==> config.mk <==
export PLATFORM = sky130hd
export DESIGN_NAME = block_sequencer
export DESIGN_NICKNAME = d
export VERILOG_FILES = /design/src/rtl/block_seq_pkg.sv /design/src/rtl/dwell_timer.sv /design/src/rtl/block_sequencer.sv
export SDC_FILE = /design/constraint.sdc
export NUM_CORES = 1
export LEC_CHECK = 0
export ABC_AREA = 1
export BUFFER_PORTS_ARGS = -buffer_cell sky130_fd_sc_hd__buf_2
export CORE_AREA = 2 2 39 41
export DETAILED_ROUTE_END_ITERATION = 7
export DIE_AREA = 0 0 41 43
export GPL_ROUTABILITY_DRIVEN = 0
export HOLD_SLACK_MARGIN = 0.1
export SYNTH_ARGS = -nofsm -noshare
export SYNTH_HDL_FRONTEND = slang
export SYNTH_HIERARCHICAL = 1
export SYNTH_SLANG_ARGS = --single-unit
==> constraint.sdc <==
create_clock -name Clk -period 2.05 [get_ports Clk]
set_input_delay 0.205 -clock Clk [delete_from_list [all_inputs] [get_ports Clk]]
set_output_delay 0.205 -clock Clk [all_outputs]
set_load 0.01 [all_outputs]
==> src/rtl/block_seq_pkg.sv <==
// Shared types and helpers for the block-slot sequencer.
package block_seq_pkg;

  // Sequencer control states.
  typedef enum logic [1:0] {
    S_IDLE   = 2'd0,
    S_ACTIVE = 2'd1,
    S_DONE   = 2'd2
  } seq_state_e;

  // Width of the dwell counter. It must hold 0..DWELL-1 and be at least one
  // bit, so DWELL = 1 still gets a real (constant-zero) register.
  function automatic int dwell_cnt_width(input int dwell);
    int w;
    w = (dwell <= 1) ? 1 : $clog2(dwell);
    return (w < 1) ? 1 : w;
  endfunction

endpackage

==> src/rtl/dwell_timer.sv <==
// Saturating dwell counter. Counts enabled cycles from zero up to DWELL-1 and
// then holds there; expired is decoded from the registered count only.
module dwell_timer
  import block_seq_pkg::*;
#(
  parameter int DWELL = 1
) (
  input  logic Clk,
  input  logic Reset,
  input  logic clr,
  input  logic en,
  output logic expired
);

  localparam int                 CNT_W   = dwell_cnt_width(DWELL);
  localparam logic [CNT_W-1:0]   CNT_MAX = CNT_W'(DWELL - 1);

  logic [CNT_W-1:0] cnt_q;
  logic [CNT_W-1:0] cnt_d;

  // Next count: clear wins over enable; saturate at DWELL-1.
  always_comb begin
    // NOTE: assign a default to every always_comb output before any branch;
    // a path that leaves it unassigned would infer a latch.
    cnt_d = cnt_q;
    if (clr) begin
      cnt_d = '0;
    end else if (en && (cnt_q != CNT_MAX)) begin
      cnt_d = cnt_q + 1'b1;
    end
  end

  // Count register with asynchronous reset.
  always_ff @(posedge Clk or posedge Reset) begin
    // NOTE: sequential state uses non-blocking assignments so every flop
    // samples pre-edge values regardless of statement order.
    if (Reset) begin
      cnt_q <= '0;
    end else begin
      cnt_q <= cnt_d;
    end
  end

  assign expired = (cnt_q == CNT_MAX);

endmodule

==> src/rtl/block_sequencer.sv <==
// Block-slot sequencer: presents indices 1..NUM_BLOCKS one at a time with a
// minimum dwell per index, optional consumer acknowledge, and one-shot or
// looping operation. Abort beats Hold, Hold beats Ack/dwell. All outputs are
// registered so no input reaches an output combinationally.
module block_sequencer
  import block_seq_pkg::*;
#(
  parameter int NUM_BLOCKS = 5,
  parameter int DWELL      = 1,
  parameter int ACK_MODE   = 0,
  parameter int IDX_W      = $clog2(NUM_BLOCKS + 1)
) (
  input  logic             Clk,
  input  logic             Reset,
  input  logic             Run,
  input  logic             Abort,
  input  logic             Hold,
  input  logic             Ack,
  input  logic             loop_en,
  output logic [IDX_W-1:0] block_ready,
  output logic             block_valid,
  output logic             done,
  output logic             wrapped
);

  localparam logic [IDX_W-1:0] FIRST_IDX = IDX_W'(1);
  localparam logic [IDX_W-1:0] LAST_IDX  = IDX_W'(NUM_BLOCKS);

  seq_state_e       state_q, state_d;
  logic [IDX_W-1:0] idx_q, idx_d;
  logic             valid_q, valid_d;
  logic             done_q, done_d;
  logic             wrapped_q, wrapped_d;

  logic dwell_done;
  logic ack_ok;
  logic adv;
  logic start;

  // Dwell timer is cleared on every index change and on leaving/entering
  // the sequence, and frozen while Hold is high.
  dwell_timer #(
    .DWELL (DWELL)
  ) u_dwell_timer (
    .Clk     (Clk),
    .Reset   (Reset),
    .clr     (adv | start | Abort),
    .en      (!Hold),
    .expired (dwell_done)
  );

  // Acknowledge gating: in auto mode the consumer is not consulted at all.
  assign ack_ok = (ACK_MODE == 0) || Ack;

  // Advance only from S_ACTIVE once the dwell has elapsed; Hold or Abort
  // block it, and an early Ack is simply dropped.
  assign adv = (state_q == S_ACTIVE) && dwell_done && !Hold && ack_ok && !Abort;

  // Next-state and next-output computation.
  always_comb begin
    state_d   = state_q;
    idx_d     = idx_q;
    wrapped_d = 1'b0;
    start     = 1'b0;

    if (Abort) begin
      state_d = S_IDLE;
      idx_d   = '0;
    end else begin
      unique case (state_q)
        S_IDLE: begin
          if (Run) begin
            start   = 1'b1;
            state_d = S_ACTIVE;
            idx_d   = FIRST_IDX;
          end
        end
        S_ACTIVE: begin
          if (adv) begin
            if (idx_q != LAST_IDX) begin
              idx_d = idx_q + 1'b1;
            end else if (loop_en) begin
              // loop_en only matters on this final-index advance edge.
              idx_d     = FIRST_IDX;
              wrapped_d = 1'b1;
            end else begin
              // idx stays at LAST_IDX so block_ready keeps showing it in S_DONE.
              state_d = S_DONE;
            end
          end
        end
        S_DONE: begin
          // Wait for Run to drop so a level-held Run cannot restart the run.
          if (!Run) begin
            state_d = S_IDLE;
            idx_d   = '0;
          end
        end
        default: begin
          state_d = S_IDLE;
          idx_d   = '0;
        end
      endcase
    end

    valid_d = (state_d == S_ACTIVE);
    done_d  = (state_d == S_DONE);
  end

  // Single state/output register bank with asynchronous reset.
  always_ff @(posedge Clk or posedge Reset) begin
    if (Reset) begin
      state_q   <= S_IDLE;
      idx_q     <= '0;
      valid_q   <= 1'b0;
      done_q    <= 1'b0;
      wrapped_q <= 1'b0;
    end else begin
      state_q   <= state_d;
      idx_q     <= idx_d;
      valid_q   <= valid_d;
      done_q    <= done_d;
      wrapped_q <= wrapped_d;
    end
  end

  // idx is 0 in S_IDLE and NUM_BLOCKS in S_DONE, so it is block_ready directly.
  assign block_ready = idx_q;
  assign block_valid = valid_q;
  assign done        = done_q;
  assign wrapped     = wrapped_q;

endmodule

==> results of run 1 <==
-- power groups by stage --
stage	registers [W]	logic (W)	clock network, W
3_3_place_gp	0.000197	0.0000571	0
6_report	0.000194	0.0000578	0.000137
3_5_place_dp	0.000197	0.0000575	0
5_1_grt	0.000195	0.0000659	0.000152
2_1_floorplan	0.000198	0.0000386	0
4_1_cts	0.000194	0.0000591	0.000142
-- critical path, cell delays in order, from the launching register on --
cell and delay, ps:
dfrtp_1 450, inv_2 110, nand3_2 90, nor2_2 120, inv_1 70, nand3_1 70, inv_1 40, nand2_1 70
nor2_2 40
-- layout by cell type (no fill, tap or decap) --
cell / netlist / final
o21ai_0: 1 / 1
buf_2: 0 / 11
o21ai_1: 3 / 3
clkbuf_4: 0 / 3
nand3_4: 1 / 1
inv_2: 2 / 2
nand3_1: 5 / 5
inv_1: 11 / 11
dfrtp_1: 9 / 9
nand4_1: 1 / 1
clkbuf_1: 0 / 1
nor2_1: 7 / 7
nand2_2: 2 / 2
nand2_1: 14 / 14
dlygate4sd3_1: 0 / 1
nor2_4: 1 / 1
a21oi_1: 4 / 4
nor2_2: 3 / 3
clkinv_2: 1 / 1
nand3_2: 3 / 3
-- area by class of cell --
cell class / count / share of cell area, %
sequential: 9 / 35.7
tap: 16 / 3.17
timing repair buffer: 12 / 10.3
inverter: 14 / 8.53
multi-input combinational: 45 / 38.1
clock buffer: 4 / 4.17
-- layer usage --
| layer | part of all wire [%] | routed length (um) |
|---|---|---|
| met2 | 45 | 434 |
| met3 | 4.1 | 39 |
| met4 | 2.8 | 27 |
| met1 | 47 | 452 |
| met5 | 0 | 0 |
-- flip-flops by register name, indices dropped and copies added, names as in the netlist --
| signal | count |
|---|---|
| done | 1 |
| wrapped | 1 |
| block_valid | 1 |
| u_dwell_timer/cnt_q | 1 |
| block_ready | 3 |
| state_q | 2 |
-- cells by family after synthesis --
| kind of cell | count (synthesis) | share of synthesized area, % |
|---|---|---|
| AO/OA/AOI/OAI | 8 | 7.60 |
| flip-flops | 9 | 42.8 |
| AND/OR/NAND/NOR | 37 | 38.0 |
| buffers and inverters | 15 | 11.6 |
-- worst paths after layout --
check                                     from             endpoint  slack, ps  cells after the start
hold reg to reg            u_dwell_timer/cnt_q  u_dwell_timer/cnt_q        540                      2
hold / removal                         loop_en              wrapped        180                      3
min in group asynchronous                Reset  u_dwell_timer/cnt_q        330                      3
max in group asynchronous                Reset       block_ready[2]       1370                      3
setup reg to reg                    state_q[1]  u_dwell_timer/cnt_q        880                      8
setup / recovery                    state_q[1]  u_dwell_timer/cnt_q        880                      8
-- synthesized netlist by cell type (2+ instances only) --
cell type  number
nand2_1        14
inv_1          11
dfrtp_1         9
nor2_1          7
nand3_1         5
a21oi_1         4
nand3_2         3
nor2_2          3
o21ai_1         3
inv_2           2
nand2_2         2
-- through the flow --
stage                     worst slack, ps  instances  power [W]  util, %
after floorplan                      1010         69   0.000237        -
after global placement                904         95   0.000254     42.9
after detailed placement              889         95   0.000254     42.9
after CTS                             880        100   0.000395     45.6
after global routing                  785        100   0.000413     45.6
final                                 885        100   0.000388     45.6
-- timing repair --
item / in CTS / in global routing
resized for setup: 0 / 0
buffers inserted: 0 / 0
hold buffers: 1 / 0
hold endpoints to repair: 9 / 0
==> summary.log, run 1 <==
[critical_path] crit path capture type flip-flop
[clocking] number of H-tree levels 1
[timing] RSZ-0062 raised after global routing false
[grt] met2 Usage GRT 19.4%
[grt] global-route total usage across every layer 14.4%
[synth] Mapped Avg Cell Area 7.63 um2
[timing] transition time at the pin with the least slew margin 313 ps
[grt] M3 GR Usage 4.71%
[timing] summed negative setup slack over all endpoints 0 ps
[placement] Detailed Place HPWL 774 um
[critical_path] Crit path required time 2210 ps
[floorplanning] starting utilization of the core area 38.1%
[grt] GRT met1 Usage 18.5%
[drt] total detailed-routing wirelength 954 um
[clocking] maximum count of clock buffers along a single path 2
[critical_path] worst-path fanout max 5
[synth] top-area cell type share of the netlist area 42.8%
[power_and_ir_drop] sw power 0.000106 W
[drt] antenna-violating nets left 0
[clocking] clock slew at reported path FFs 60 ps
[floorplanning] y dimension of the die 43 um
[power_and_ir_drop] maximum vdd drop 432 uV
[cells_and_area] Final Cell Area 631 um2
[cells_and_area] final-layout fill cell count 156
[synth] portion of the post-synthesis area used by sequential elements 42.8%
[synth] Synth Instances 69
[drt] detailed-routing iteration count for the pre-antenna-repair pass 3
[floorplanning] Horiz. Die Dim 41 um
[synth] number of library cell types mapped by synthesis 17
[power_and_ir_drop] portion of total power attributed to the clock network 35.2%
[clocking] clock root buffer master clkbuf_4
[run] Max-cap violations 0
[power_and_ir_drop] static leakage power 0.336 nW
[grt] wire length of the first global-routing pass 1.61 mm
[floorplanning] core outline area 1380 um2
[synth] number of synthesized register bits 9
[synth] number of nets in the synthesized netlist 76
[timing] Setup Viol. Count Final 0
[clocking] number of buffers inserted during clock tree synthesis 3
[synth] biggest area consumer among synthesized cells dfrtp_1
[cells_and_area] growth of design area from synthesis to finish 19.7%
[synth] main area contributors after synthesis dfrtp_1 (43%), nand2_1 (10%), inv_1 (7.8%), nand3_2 (5.7%), nor2_1 (5.0%)
[grt] largest net degree at the start of global routing 9
[timing] Slew Limit Headroom 79.1%
[grt] most utilized layer in the global route result met2
[power_and_ir_drop] combinational fraction of design power 14.9%
[synth] cell area after synthesis 527 um2
[placement] Port Buf Inserts 11
[timing] post-route worst hold slack 182 ps
[critical_path] Arrival @ worst endpoint 1320 ps
[power_and_ir_drop] switching part of the total 27.3%
[critical_path] type of the worst setup path flip-flop to flip-flop
[placement] placed instance area 594 um2
[clocking] clock tree from TritonCTS built
[timing] clock tree skew after final layout 3.58 ps
[grt] overall overflow remaining after global route 0
[clocking] worst skew pair latency 260 ps
[timing] total count of max-transition violations in the final report 0
[hold_path] Hold WC Path Type primary input to flip-flop
[synth] ys flop type dfrtp_1
[drt] Avg WL per Cell 9.54 um
[timing] Tcrit/Tclk final 56.8%
[floorplanning] site row count 14
[synth] share of async-settable or async-resettable flops after synthesis 100%
[drt] Starting DRT DRC Count 4
[floorplanning] area of the die 1760 um2
[drt] via density per instance 4.45
[run_status] run status completed
[power_and_ir_drop] Int Power 0.000282 W
[timing] Period minus WS final 1170 ps
[synth] EDFF count, synth 0
[timing] Final Hold Fails 0
[critical_path] Setup crit start kind flip-flop
[drt] count of unresolved DRC violations after routing 0
[drt] via count 445
[floorplanning] I/O pins 13
[power_and_ir_drop] part of the power in registers 49.9%
[grt] antenna violations before repair 0
[cells_and_area] register area 225 um2
[grt] via count of the first global-routing pass 398
[clocking] clock sink count 9
[timing] highest clock frequency the design can meet 858 MHz
[cells_and_area] Layout Nets 92
[cells_and_area] area of the multi-input gates 240 um2
[synth] number of warning messages in the yosys log 6
[power_and_ir_drop] areal power density over the cells 615 nW/um2
[cells_and_area] ant diodes 0
[cells_and_area] share of post-route cells with drive strength above 1 32.1%
(Power assumes the default switching activity.)
==> run 2: changes to the inputs <==
==> constraint.sdc (replaced) <==
create_clock -name Clk -period 1 [get_ports Clk]
set_input_delay 0.1 -clock Clk [delete_from_list [all_inputs] [get_ports Clk]]
set_output_delay 0.1 -clock Clk [all_outputs]
set_load 0.01 [all_outputs]
==> run 2 against run 1 <==
  * The run now ends with setup timing left
  * Global-route usage grew 2.6 points
  * Utilization grew 14 points
  * Sequential share of layout area shrank 7.8 points
  * Largest power group unchanged
  * Critical endpoint is now block_ready[0]
  * Largest cell class unchanged
==> summary.log, run 2 (synthesis results as in run 1) <==
[timing] Setup Viol. Count Final 12 [+12]
[drt] detailed-routing iteration count for the pre-antenna-repair pass 4 [+1]
[drt] total detailed-routing wirelength 1.20 mm [+26%]
[timing] Tcrit/Tclk final 110% [+53 points]
[power_and_ir_drop] areal power density over the cells 1060 nW/um2 [+73%]
[floorplanning] y dimension of the die 43 um [unchanged]
[floorplanning] site row count 14 [unchanged]
[timing] Slew Limit Headroom 78.0% [-1.1 points]
[timing] Final Hold Fails 0 [unchanged]
[grt] antenna violations before repair 0 [unchanged]
[critical_path] crit path capture type flip-flop
[critical_path] reg-to-reg critical path endpoint block_ready[0]
[clocking] worst skew pair latency 270 ps [about the same]
[critical_path] origin of the critical flop-to-flop path state_q[1]
[critical_path] Setup crit start kind flip-flop
[critical_path] Most Frequent Cell on Critical Path nand2_2
[cells_and_area] Layout Nets 105 [+14%]
[floorplanning] area of the die 1760 um2 [unchanged]
[critical_path] launching instance or port of the critical path state_q[1]
[cells_and_area] max reg flops 3 [unchanged]
[timing] highest clock frequency the design can meet 907 MHz [+5.7%]
[drt] antenna-violating nets left 0 [unchanged]
[clocking] clock slew at reported path FFs 60 ps [about the same]
[placement] post-placement cell count 103 [+8.4%]
[cells_and_area] most common cell after layout, fill and taps aside inv_1
[run_status] run status finished with violations
[cells_and_area] Final Cell Area 823 um2 [+31%]
[floorplanning] Horiz. Die Dim 41 um [unchanged]
[critical_path] Crit path required time 1150 ps [-1060 ps]
[grt] largest net degree at the start of global routing 9 [unchanged]
[cells_and_area] growth of design area from synthesis to finish 56.3%
[grt] via count of the first global-routing pass 505 [+27%]
[drt] via density per instance 4.65 [+4.4%]
[cells_and_area] most frequent cells in the layout inv_1 (10), nand2_1 (9), buf_2 (8)
[timing] RSZ-0062 raised after global routing true
[critical_path] WP depth 7 [-1]
[grt] wire length of the first global-routing pass 1.92 mm [+19%]
[drt] Starting DRT DRC Count 3 [-1]
[critical_path] series of cell instances along the critical path buf_6 -> nand2_2 -> nand2_2 -> nand2_2 -> nand3_4 -> nand2_1 -> o21ai_1
[power_and_ir_drop] static leakage power 0.403 nW [+20%]
[drt] count of unresolved DRC violations after routing 0 [unchanged]
[critical_path] worst-path fanout max 6 [+1]
[timing] summed negative setup slack over all endpoints -668 ps [-668 ps]
[critical_path] Arrival @ worst endpoint 1250 ps [-70 ps]
[timing] Period minus WS final 1100 ps [-63.0 ps]
[grt] global-route total usage across every layer 17.0% [+2.6 points]
[hold_path] Min-Delay Startpoint loop_en
[critical_path] delay of the slowest cell on the worst path 440 ps [about the same]
[clocking] maximum count of clock buffers along a single path 2 [unchanged]
[placement] placed instance area 657 um2 [+11%]
[cells_and_area] ant diodes 0 [unchanged]
[drt] via count 525 [+18%]
[floorplanning] core outline area 1380 um2 [unchanged]
[timing] total count of max-transition violations in the final report 0 [unchanged]
[grt] overall overflow remaining after global route 0 [unchanged]
[floorplanning] starting utilization of the core area 38.1% [unchanged]
[clocking] clock tree from TritonCTS built
[placement] placement-stage worst setup slack -127 ps [-1020 ps]
[placement] Detailed Place HPWL 871 um [+12%]
[clocking] clock root buffer master clkbuf_4
[timing] Worst Setup Slack, final -102 ps [-987 ps]
[cells_and_area] share of post-route cells with drive strength above 1 55.7% [+24 points]
[critical_path] top cell family by delay on the critical path flip-flops
[critical_path] capturing element of the worst setup path block_ready[0]
[critical_path] crit path max-delay cell type dfrtp_2
[cells_and_area] final-layout fill cell count 128 [-18%]
[clocking] number of buffers inserted during clock tree synthesis 3 [unchanged]
[power_and_ir_drop] maximum vdd drop 858 uV [+98%]
[timing] clock tree skew after final layout 5.56 ps [+1.98 ps]
[run_status] violated checks setup timing
[timing] transition time at the pin with the least slew margin 330 ps [+16.6 ps]
[hold_path] Hold WC Path Type primary input to flip-flop
[run] Max-cap violations 0 [unchanged]
[clocking] number of H-tree levels 1 [unchanged]
[drt] Avg WL per Cell 10.6 um [+11%]
[clocking] clock sink count 9 [unchanged]
[critical_path] sum of buffers and inverters on the critical path 1 [-2]
[critical_path] R2R setup slack -100 ps [-990 ps]
[floorplanning] I/O pins 13 [unchanged]
[critical_path] length in cells of the worst reg-to-reg path 7 [-1]
[placement] Port Buf Inserts 11 [unchanged]
[cells_and_area] number of non-filler instances in the completed layout 113 [+13%]
[critical_path] type of the worst setup path flip-flop to flip-flop
[cells_and_area] core utilization of the finished layout 59.5% [+14 points]
[run 2: changes by cell type in the layout (fill, tap and decap cells not counted), moves of 3 or more]
cell | before | now
nand2_2 | 2 | 7
buf_4 | 0 | 7
buf_2 | 11 | 8
dfrtp_1 | 9 | 5
dfrtp_2 | 0 | 4
buf_6 | 0 | 7
nand2_1 | 14 | 9
[run 2: stage by stage]
stage	total power, W	hold WS, ps
after global placement	0.000541	-56.1
final	0.000874	157
after CTS	0.000850	71.8
after floorplan	0.000486	-171
after detailed placement	0.000543	-55.4
after global routing	0.000924	170
[run 2: worst min-delay path by stage]
stage | cells after the start | slack (ps) | to
floorplan | 1 | -170 | u_dwell_timer/cnt_q
finish | 4 | 160 | state_q[1]
CTS | 3 | 70 | u_dwell_timer/cnt_q
global route | 4 | 170 | state_q[1]
global placement | 2 | -60 | u_dwell_timer/cnt_q
detailed placement | 2 | -60 | u_dwell_timer/cnt_q
[run 2: tightest hold or removal path, delay by kind of cell]
family | cells | cell delay, ps
simple gates | 2 | 130
compound gates | 1 | 60
buf+inv | 1 | 110
[run 2: layout make-up]
cell class | count | area, um2 | share of cell area (%)
tap | 16 | 20.0 | 2.43
timing repair buffer | 25 | 201 | 24.5
sequential | 9 | 230 | 28.0
multi-input combinational | 45 | 292 | 35.4
clock buffer | 4 | 26.3 | 3.19
inverter | 14 | 53.8 | 6.53
[run 2: report_power, final]
group | total [W] | switching, W | internal [W]
clock network | 0.000285 | 0.000131 | 0.000154
logic | 0.000190 | 0.0000963 | 0.0000942
registers | 0.000398 | 0.0000180 | 0.000380
[run 2: metal layers]
metal	track usage [%]	wire (um)
met1	20.9	507
met2	24.4	611
met3	4.71	46
met4	12.0	34
met5	0	0
[run 2: timing repair]
action                                 in CTS  in global routing
gates resized for setup                    10                 14
setup endpoints to repair                  12                 12
gates cloned                                0                  0
endpoints found under the hold margin      11                  1
hold buffers                                2                  1
buffers inserted                            1                  2
pin swaps                                   4                  8
